<file path="config.mk">
export PLATFORM = sky130hd
export DESIGN_NAME = lfsr_stream_cipher
export DESIGN_NICKNAME = d
export VERILOG_FILES = /design/src/rtl/lfsr_stream_cipher.sv
export SDC_FILE = /design/constraint.sdc
export NUM_CORES = 1
export LEC_CHECK = 0
export CAP_MARGIN = 20
export CORE_MARGIN = 1
export CORE_UTILIZATION = 44
export CTS_CLUSTER_DIAMETER = 60
export DETAILED_ROUTE_END_ITERATION = 10
export DONT_BUFFER_PORTS = 1
export GPL_TIMING_DRIVEN = 1
export HOLD_SLACK_MARGIN = 0.06
export SLEW_MARGIN = 10
export SYNTH_ARGS = -nofsm -noshare
export SYNTH_HDL_FRONTEND = slang
export SYNTH_SLANG_ARGS = --single-unit
export TNS_END_PERCENT = 100
</file>
<file path="constraint.sdc">
create_clock -name clk -period 1.37 [get_ports clk]
set_input_delay 0.137 -clock clk [delete_from_list [all_inputs] [get_ports clk]]
set_output_delay 0.137 -clock clk [all_outputs]
set_load 0.1 [all_outputs]
</file>
<file path="src/rtl/lfsr_stream_cipher.sv">
// Keystream XOR cipher on a valid/ready stream: Fibonacci LFSR (STEPS shifts per beat)
// feeding a single-entry output register, with runtime rekey, bypass and a beat counter.
module lfsr_stream_cipher #(
  parameter int              WIDTH  = 16,
  parameter int              DATA_W = 8,
  parameter logic [WIDTH-1:0] TAPS  = 16'hB400,
  parameter logic [WIDTH-1:0] SEED  = 16'hACE1,
  parameter int              STEPS  = 1
) (
  input  logic              clk,
  input  logic              rst_n,
  input  logic              key_load,
  input  logic [WIDTH-1:0]  key_in,
  input  logic              bypass,
  input  logic              in_valid,
  input  logic [DATA_W-1:0] in_data,
  output logic              in_ready,
  output logic              out_valid,
  output logic [DATA_W-1:0] out_data,
  input  logic              out_ready,
  output logic [15:0]       beat_count
);

  logic [WIDTH-1:0]  state_q, state_d, state_adv;
  logic              out_valid_q, out_valid_d;
  logic [DATA_W-1:0] out_data_q, out_data_d;
  logic [15:0]       cnt_q, cnt_d;
  logic              accept;

  // STEPS shifts unrolled into one combinational advance per beat
  always_comb begin
    state_adv = state_q;
    for (int i = 0; i < STEPS; i++)
      state_adv = {state_adv[WIDTH-2:0], ^(state_adv & TAPS)};
  end

  assign in_ready = rst_n & ~key_load & (~out_valid_q | out_ready);
  assign accept   = in_valid & in_ready;

  always_comb begin
    state_d     = state_q;
    cnt_d       = cnt_q;
    out_valid_d = out_valid_q;
    out_data_d  = out_data_q;
    if (key_load) begin
      // zero key would lock the LFSR; substitute the seed
      state_d = (key_in == '0) ? SEED : key_in;
      cnt_d   = '0;
    end else if (accept) begin
      state_d = state_adv;
      cnt_d   = cnt_q + 16'd1;
    end
    if (accept) begin
      out_valid_d = 1'b1;
      out_data_d  = bypass ? in_data : (in_data ^ state_q[DATA_W-1:0]);
    end else if (out_ready) begin
      out_valid_d = 1'b0;
    end
  end

  always_ff @(posedge clk) begin
    if (!rst_n) begin
      state_q     <= SEED;
      cnt_q       <= '0;
      out_valid_q <= 1'b0;
      out_data_q  <= '0;
    end else begin
      state_q     <= state_d;
      cnt_q       <= cnt_d;
      out_valid_q <= out_valid_d;
      out_data_q  <= out_data_d;
    end
  end

  assign out_valid  = out_valid_q;
  assign out_data   = out_data_q;
  assign beat_count = cnt_q;

endmodule

</file>
Yosys cells after proc, flatten, opt, wreduce, memory -nomap -nowiden --
Cells that the tools add are included.
Operators by class: reduce and logical (&&, ||, !) cells 5, multiplexer cells 6, add/subtract/negate cells 1, bitwise gates (word level) 8
Operators with widths (count):
- 16-bit two-way mux | 3
- 16-bit by 1-bit adder with 16-bit output, second input constant | 1
- 16-bit logical NOT | 1
- 16-bit XOR reduction | 1
- 8-bit two-way mux | 1
- 8-bit bitwise XOR | 1
- 2-bit nonzero test | 2
- 1-bit bitwise AND | 3
- 1-bit NOT | 3
- 1-bit two-way mux | 2
- 2-bit OR reduction | 1
- 1-bit OR | 1
Storage, ports and cells: word-level logic and storage cells 24, output and inout bits 26, flip-flop bits (word level) 41, input port bits 30

Longest topological paths before layout --
Gate-level depths: netlist of the first run.
depth in word-level cells 6, depth in mapped cells 7, depth with buffers taken out 4

Worst setup path after synthesis of the first run --
No wires, ideal clock.
path type register -> register, start point reg cnt_q[7] (netlist: beat_count[7]), end point reg cnt_q[12] (netlist: beat_count[12]), setup time 71 ps, path buffers 0, period minus slack after synthesis 2271 ps, data arrival time 2200 ps, stages on the path, launching flop included 5, setup slack -901 ps, data required time 1299 ps, cells stage by stage dfxtp_1 nand4_1 or2_2 or4_1 a21oi_1
On the way: word-level cells in the longest chain between the ends 1
Ends and longest elaborated chain:
- start, declared | RTL line 27 | logic [15:0] cnt_q, cnt_d;
- start signal, assigned | RTL line 69 | cnt_q <= cnt_d;
- 16-bit by 1-bit adder with 16-bit output | RTL line 51 | cnt_d = cnt_q + 16'd1;
No other way between the ends. A chain may end at the register's enable or synchronous reset.

Worst setup path after layout of the first run --
start point reg cnt_q[7] (netlist: beat_count[7]), end point reg cnt_q[15] (netlist: beat_count[15])
Same word-level chain as after synthesis.

==> summary.md, run 1 <==
| Metric | Value |
|---|---|
| Synthesized instance count | between 200 and 250 |
| GP Congestion | between 0.7 and 0.8 |
| Die width | roughly 70 um |
| Clock Latency Late Sink | between 200 and 300 ps |
| Hold Path End | state_q[14] |
| DRC Markers | 0 |
| Post-Place Cells | 319 |
| Antenna violations before repair | 0 |
| Synth Register Bits | between 40 and 50 |
| Crit start category | flop |
| Critical path type | flop to flop |
| CTS tree | done |
| Max clock buf depth | 2 |
| Post-synth top area share | 0.407 |
| Worst EP required | 1600 ps |
| Setup_tns | -600 ps |
| RSZ-0062 raised after global routing | yes |
| Post-Syn Area | ~2000 um2 |
| CP max stage delay | 420 ps |
| CP Cell Sequence | nand4_1 -> or3_4 -> or4_4 -> a21oi_2 |
| Area delta synth->final | 49.0% |
| Die Height | ~70 um |
| Clk root buf | clkbuf_8 |
| Yosys Warn Count | 0 |
| Worst R2R Path Depth | 4 |
| CTS sink cnt | ~40 |
| # diodes | 0 |
| Worst r2r src | beat_count[7] |
| Post-synth top cells | dfxtp_1 (41), and3_1 (17), nor2b_1 (16), a211oi_1 (15) |
| Failing checks | negative setup slack |
| Worst slew margin | 0.604 |
| Largest cells by area after synthesis | dfxtp_1 (41%), a211oi_1 (5.6%), and3_1 (5.3%) |
| Hold Crit Start | key_load |
| Final Critical Period | roughly 1500 ps |
| Fin Hold WS | 46.7 ps |
| Crit path buffers/inverters | 0 |
| CP startpoint | beat_count[7] |
| HP Class | primary input to flop |
| Setup slack at placement | -130 ps |
| Fin crit share | 1.08 |
| Via count | ~2000 |
| CP max FO | 4 |
| Maxcap violations | 0 |
| Antenna Nets Post-Route | 0 |
| Final setup violation count | 11 |
| Pre-Repair DR Iteration Count | 4 |
| Fin util | 0.686 |
| WL final | 5.53 mm |
| Clock-pin slew of the registers on the worst-case setup and hold paths | 80 ps |
| Pwr/cell area | about 840 nW/um2 |
| Syn Nets | about 260 |
| Arr. time, crit path | approximately 1700 ps |
| Syn_area_per_cell | roughly 8.7 um2 |
| Port bufs | 0 |
| Register area share after synthesis | 0.407 |
| CTS H-tree depth | 2 |
| Cell taking the most area after synthesis | dfxtp_1 |
| Min-Delay Path Depth | 2 |
| Vias in the first global route | just over 2000 |
| Fmax achieved | 678 MHz |
| Post-route insts no fill | 347 |
| I/O Pins | 56 |
| CTS buffer count | 5 |
| Count leader, synth | dfxtp_1 |
| Share of synthesized registers carrying an async set or reset | 0 |
| Layout cell share with drive strength beyond 1 | 0.424 |
| Routed len/inst | 15.9 um |
| Status | finished, violations left |
| EDFF count, synth | 0 |
| CP top delay family | simple AND/OR/NAND/NOR gates |
| Slowest CP cell | or4_4 |
| Largest net degree at the start of global routing | 26 |
| Maximum VDD drop | slightly below 0.5 mV |
| Slew at the pin closest to its max-slew limit | 593 ps |
| DRC marker count from the first detailed-route iteration | between 80 and 90 |
| Final hold violation count | 0 |
| Net count reported at finish | 325 |
| Overflow after GRT | 0 |
| Synth unique cells | 34 |
| Crit path capture type | flop |
| Vias per cell | 5.68 |
| Global-route wire length before repair | roughly 9.5 mm |
| Skew final | 5.31 ps |
| Core Region | around 4400 um2 |
| Rows | 24 |
| Die area | between 4000 and 5000 um2 |
| Initial Util | 0.460 |
| Reg2Reg Setup Slack | -100 ps |
| Fin. max-slew vios | 0 |
| Most used DFF post-synth | dfxtp_1 |
| Worst r2r dst | beat_count[15] |
| Total GRT Usage | 0.241 |
| Post-DP HPWL | a little under 4 mm |
| Static Leakage | between 1 and 1.5 nW |
| Final worst slack | -105 ps |
-- where the power goes --
group          total (mW)  internal, mW  switching (mW)
clock               0.769         0.354           0.415
combinational       0.505         0.230           0.275
sequential           1.26          1.22          0.0425
-- state kept, by name, summed over array words and instances (netlist names) --
signal,cells
out_valid,1
out_data,8
state_q,16
beat_count,16
-- worst max-delay path by stage --
stage                           to  slack, ps  cells after the start
floorplan           beat_count[12]       -290                      4
global placement        state_q[0]        -90                      5
detailed placement   beat_count[9]       -130                      4
CTS                 beat_count[13]       -120                      4
global route        beat_count[15]       -160                      4
finish              beat_count[15]       -100                      4
-- logic make-up (layout without fill, tap and decap cells) --
family	after synthesis	count (layout)	share of synthesized area
adders and majority gates	1	1	0.00620
AOI/OAI and AO/OA	53	53	0.192
and+or+nand+nor	101	101	0.285
buffers and inverters	19	82	0.0366
xor gates and xnor gates	17	17	0.0738
DFF	41	41	0.407
-- routing by layer --
metal	GRT usage	routed length (um)	vias up
met3	0.0625	287	6
met5	0	0	-
met4	0.0844	62	0
li1	-	-	962
met2	0.414	2860	59
met1	0.292	2320	944
-- what timing repair did --
item,CTS,global route
gates resized for setup,8,11
endpoints found under the setup margin,12,13
endpoints found under the hold margin,25,1
pin swaps,6,6
hold buffers,17,1
setup buffers,1,1
-- stage by stage --
stage / cell area [um2] / power (mW)
floorplan: 2300 / 1.67
global placement: 2640 / 1.72
detailed placement: 2640 / 1.73
CTS: 2940 / 2.54
global route: 3010 / 2.63
finish: 3010 / 2.53
-- cell type report --
cell class,instances,area (um2)
inverter,5,18.8
clock inverter,2,10.0
fill,359,1380
clock buffer,6,72.6
tap,52,65.1
multi-input combinational,172,1360
sequential,41,878
timing repair buffer,69,604
-- cell usage in the layout, fill, tap and decap left out, drive strengths merged, types with 2 or more instances in the layout --
master       instances
a211oi              15
a21oi               11
and2                 3
and3                17
buf                 51
clkbuf               6
clkinv               3
dfxtp               41
dlygate4sd3         18
inv                  4
nand2               14
nand2b               2
nand3                4
nand4                6
nor2                14
nor2b               16
nor3                 8
o211a                8
o21ai               11
o31ai                5
or3                  5
or4                  9
xnor2               11
xor2                 6
-- worst register-to-register path, cell delays in order (launching register included) --
cell and delay (ps):
dfxtp_4 360, nand4_1 140, or3_4 370, or4_4 420, a21oi_2 120
(Power assumes the default switching activity.)
==> inputs of run 2 (changes only) <==
--- a/config.mk
+++ b/config.mk
@@ -13,6 +13,7 @@
 export DONT_BUFFER_PORTS = 1
 export GPL_TIMING_DRIVEN = 1
 export HOLD_SLACK_MARGIN = 0.06
+export SKIP_LAST_GASP = 1
 export SLEW_MARGIN = 10
 export SYNTH_ARGS = -nofsm -noshare
 export SYNTH_HDL_FRONTEND = slang
==> summary.md, run 2 (synthesis results as in run 1) <==
| Metric | Value |
|---|---|
| Total GRT Usage | 0.241 (unchanged) |
| Final Critical Period | 1470 ps (-2.64 ps) |
| Crit path capture type | flop |
| Max clock buf depth | 2 (unchanged) |
| Clk root buf | clkbuf_8 |
| Skew final | 7.39 ps (+2.08 ps) |
| Final instance area | 3040 um2 (+1.1%) |
| Most frequent cells in the layout | buf_4 (48), dfxtp_1 (25), dlygate4sd3_1 (18) |
| Final hold violation count | 0 (unchanged) |
| Maximum VDD drop | 0.489 mV (-0.43%) |
| Overflow after GRT | 0 (unchanged) |
| Post-route insts no fill | 349 (+0.58%) |
| Post-Place Cells | 319 (unchanged) |
| Placed instance area | 2640 um2 (unchanged) |
| Initial Util | 0.460 (unchanged) |
| Final setup violation count | 15 (+4) |
| Antenna violations before repair | 0 (unchanged) |
| DRC Markers | 0 (unchanged) |
| Maxcap violations | 0 (unchanged) |
| Net count reported at finish | 327 (+0.62%) |
| HP Class | primary input to flop |
| Routed len/inst | 16.4 um (+3.0%) |
| Fin. max-slew vios | 0 (unchanged) |
| Fmax achieved | 679 MHz (+0.18%) |
| RSZ-0062 raised after global routing | yes |
| Fin util | 0.693 (+0.00742) |
| Final worst slack | -102 ps (+2.64 ps) |
| Most common cell after layout, fill and taps aside | buf_4 |
| Layout cell share with drive strength beyond 1 | 0.428 (+0.00388) |
| CTS buffer count | 5 (unchanged) |
| Pre-Repair DR Iteration Count | 4 (unchanged) |
| CTS sink cnt | 41 (unchanged) |
| Global-route wire length before repair | 9.50 mm (unchanged) |
| Worst EP required | 1600 ps (about the same) |
| Static Leakage | 1.21 nW (+1.5%) |
| Vias in the first global route | 2059 (unchanged) |
| Setup_tns | -706 ps (-106 ps) |
| Worst slew margin | 0.588 (-0.0161) |
| CTS tree | done |
| Clock Latency Late Sink | 290 ps (about the same) |
| Slew at the pin closest to its max-slew limit | 617 ps (+24.0 ps) |
| Setup slack at placement | -130 ps (unchanged) |
| I/O Pins | 56 (unchanged) |
| CP max FO | 4 (unchanged) |
| Die width | 69.7 um (unchanged) |
| Pwr/cell area | 834 nW/um2 (-1.0%) |
| Via count | 1993 (+1.1%) |
| Tot Pwr | 2.53 mW (about the same) |
| Layout fillers | 354 (-1.4%) |
| Register area | 878 um2 (unchanged) |
| Crit start category | flop |
| Rows | 24 (unchanged) |
| # diodes | 0 (unchanged) |
| Antenna Nets Post-Route | 0 (unchanged) |
| Core Region | 4380 um2 (unchanged) |
| Failing checks | negative setup slack |
| Post-DP HPWL | 3.87 mm (unchanged) |
| Largest net degree at the start of global routing | 26 (unchanged) |
| Vias per cell | 5.71 (+0.54%) |
| Reg2Reg Setup Slack | -100 ps (about the same) |
| Die area | 4860 um2 (unchanged) |
| Area delta synth->final | 50.6% |
| Fin Hold WS | 67.4 ps (+20.7 ps) |
| DRC marker count from the first detailed-route iteration | 108 (+30%) |
| Die Height | 69.7 um (unchanged) |
| WL final | 5.73 mm (+3.5%) |
| GP Congestion | 0.781 (unchanged) |
| Status | finished, violations left |
| Fin crit share | 1.07 (-0.00193) |
| Clock-pin slew of the registers on the worst-case setup and hold paths | 80 ps (about the same) |
| Port bufs | 0 (unchanged) |
| CTS H-tree depth | 2 (unchanged) |
| Arr. time, crit path | 1700 ps (about the same) |
| Multi-input logic area | 1360 um2 (unchanged) |
| Critical path type | flop to flop |
run 2: cell types whose count changed in the layout (fill, tap and decap cells not counted), sizes merged:
cell	delta
buf	+1
clkbuf	+1
run 2: power by group:
part | internal [mW] | leakage [nW] | switching, mW | total [mW]
clock network | 0.353 | 0.0450 | 0.410 | 0.764
logic | 0.233 | 0.822 | 0.278 | 0.511
registers | 1.22 | 0.348 | 0.0430 | 1.26
total | 1.80 | 1.21 | 0.731 | 2.53
run 2: layout make-up:
type,count,area share
sequential,41,0.289
timing repair buffer,71,0.210
multi-input combinational,172,0.447
inverter,5,0.00618
clock buffer,6,0.0239
clock inverter,2,0.00329
tap,52,0.0214
run 2: final timing paths:
check | startpoint | cells after the start | end
max | beat_count[7] | 4 | beat_count[15]
min | key_load | 2 | state_q[9]
max reg2reg | beat_count[7] | 4 | beat_count[15]
min reg2reg | beat_count[15] | 2 | beat_count[15]
run 2: repair_timing:
action,in CTS,in global routing
endpoints found under the hold margin,25,1
resized for setup,7,12
setup endpoints to repair,12,13
gates cloned,0,1
pin swaps,6,5
setup buffers,1,2
hold buffers,17,1
run 2: layer usage:
layer  GRT usage  vias up  wire [um]
met3      0.0625        6        293
li1            -      964          -
met2       0.414       62       2970
met1       0.292      961       2400
met5           0        -          0
met4      0.0844        0         62
run 2: critical path: stages (launching register included):
cell     delay [ps]
dfxtp_4         360
nand4_1         140
or3_4           370
or4_4           420
a21oi_2         120
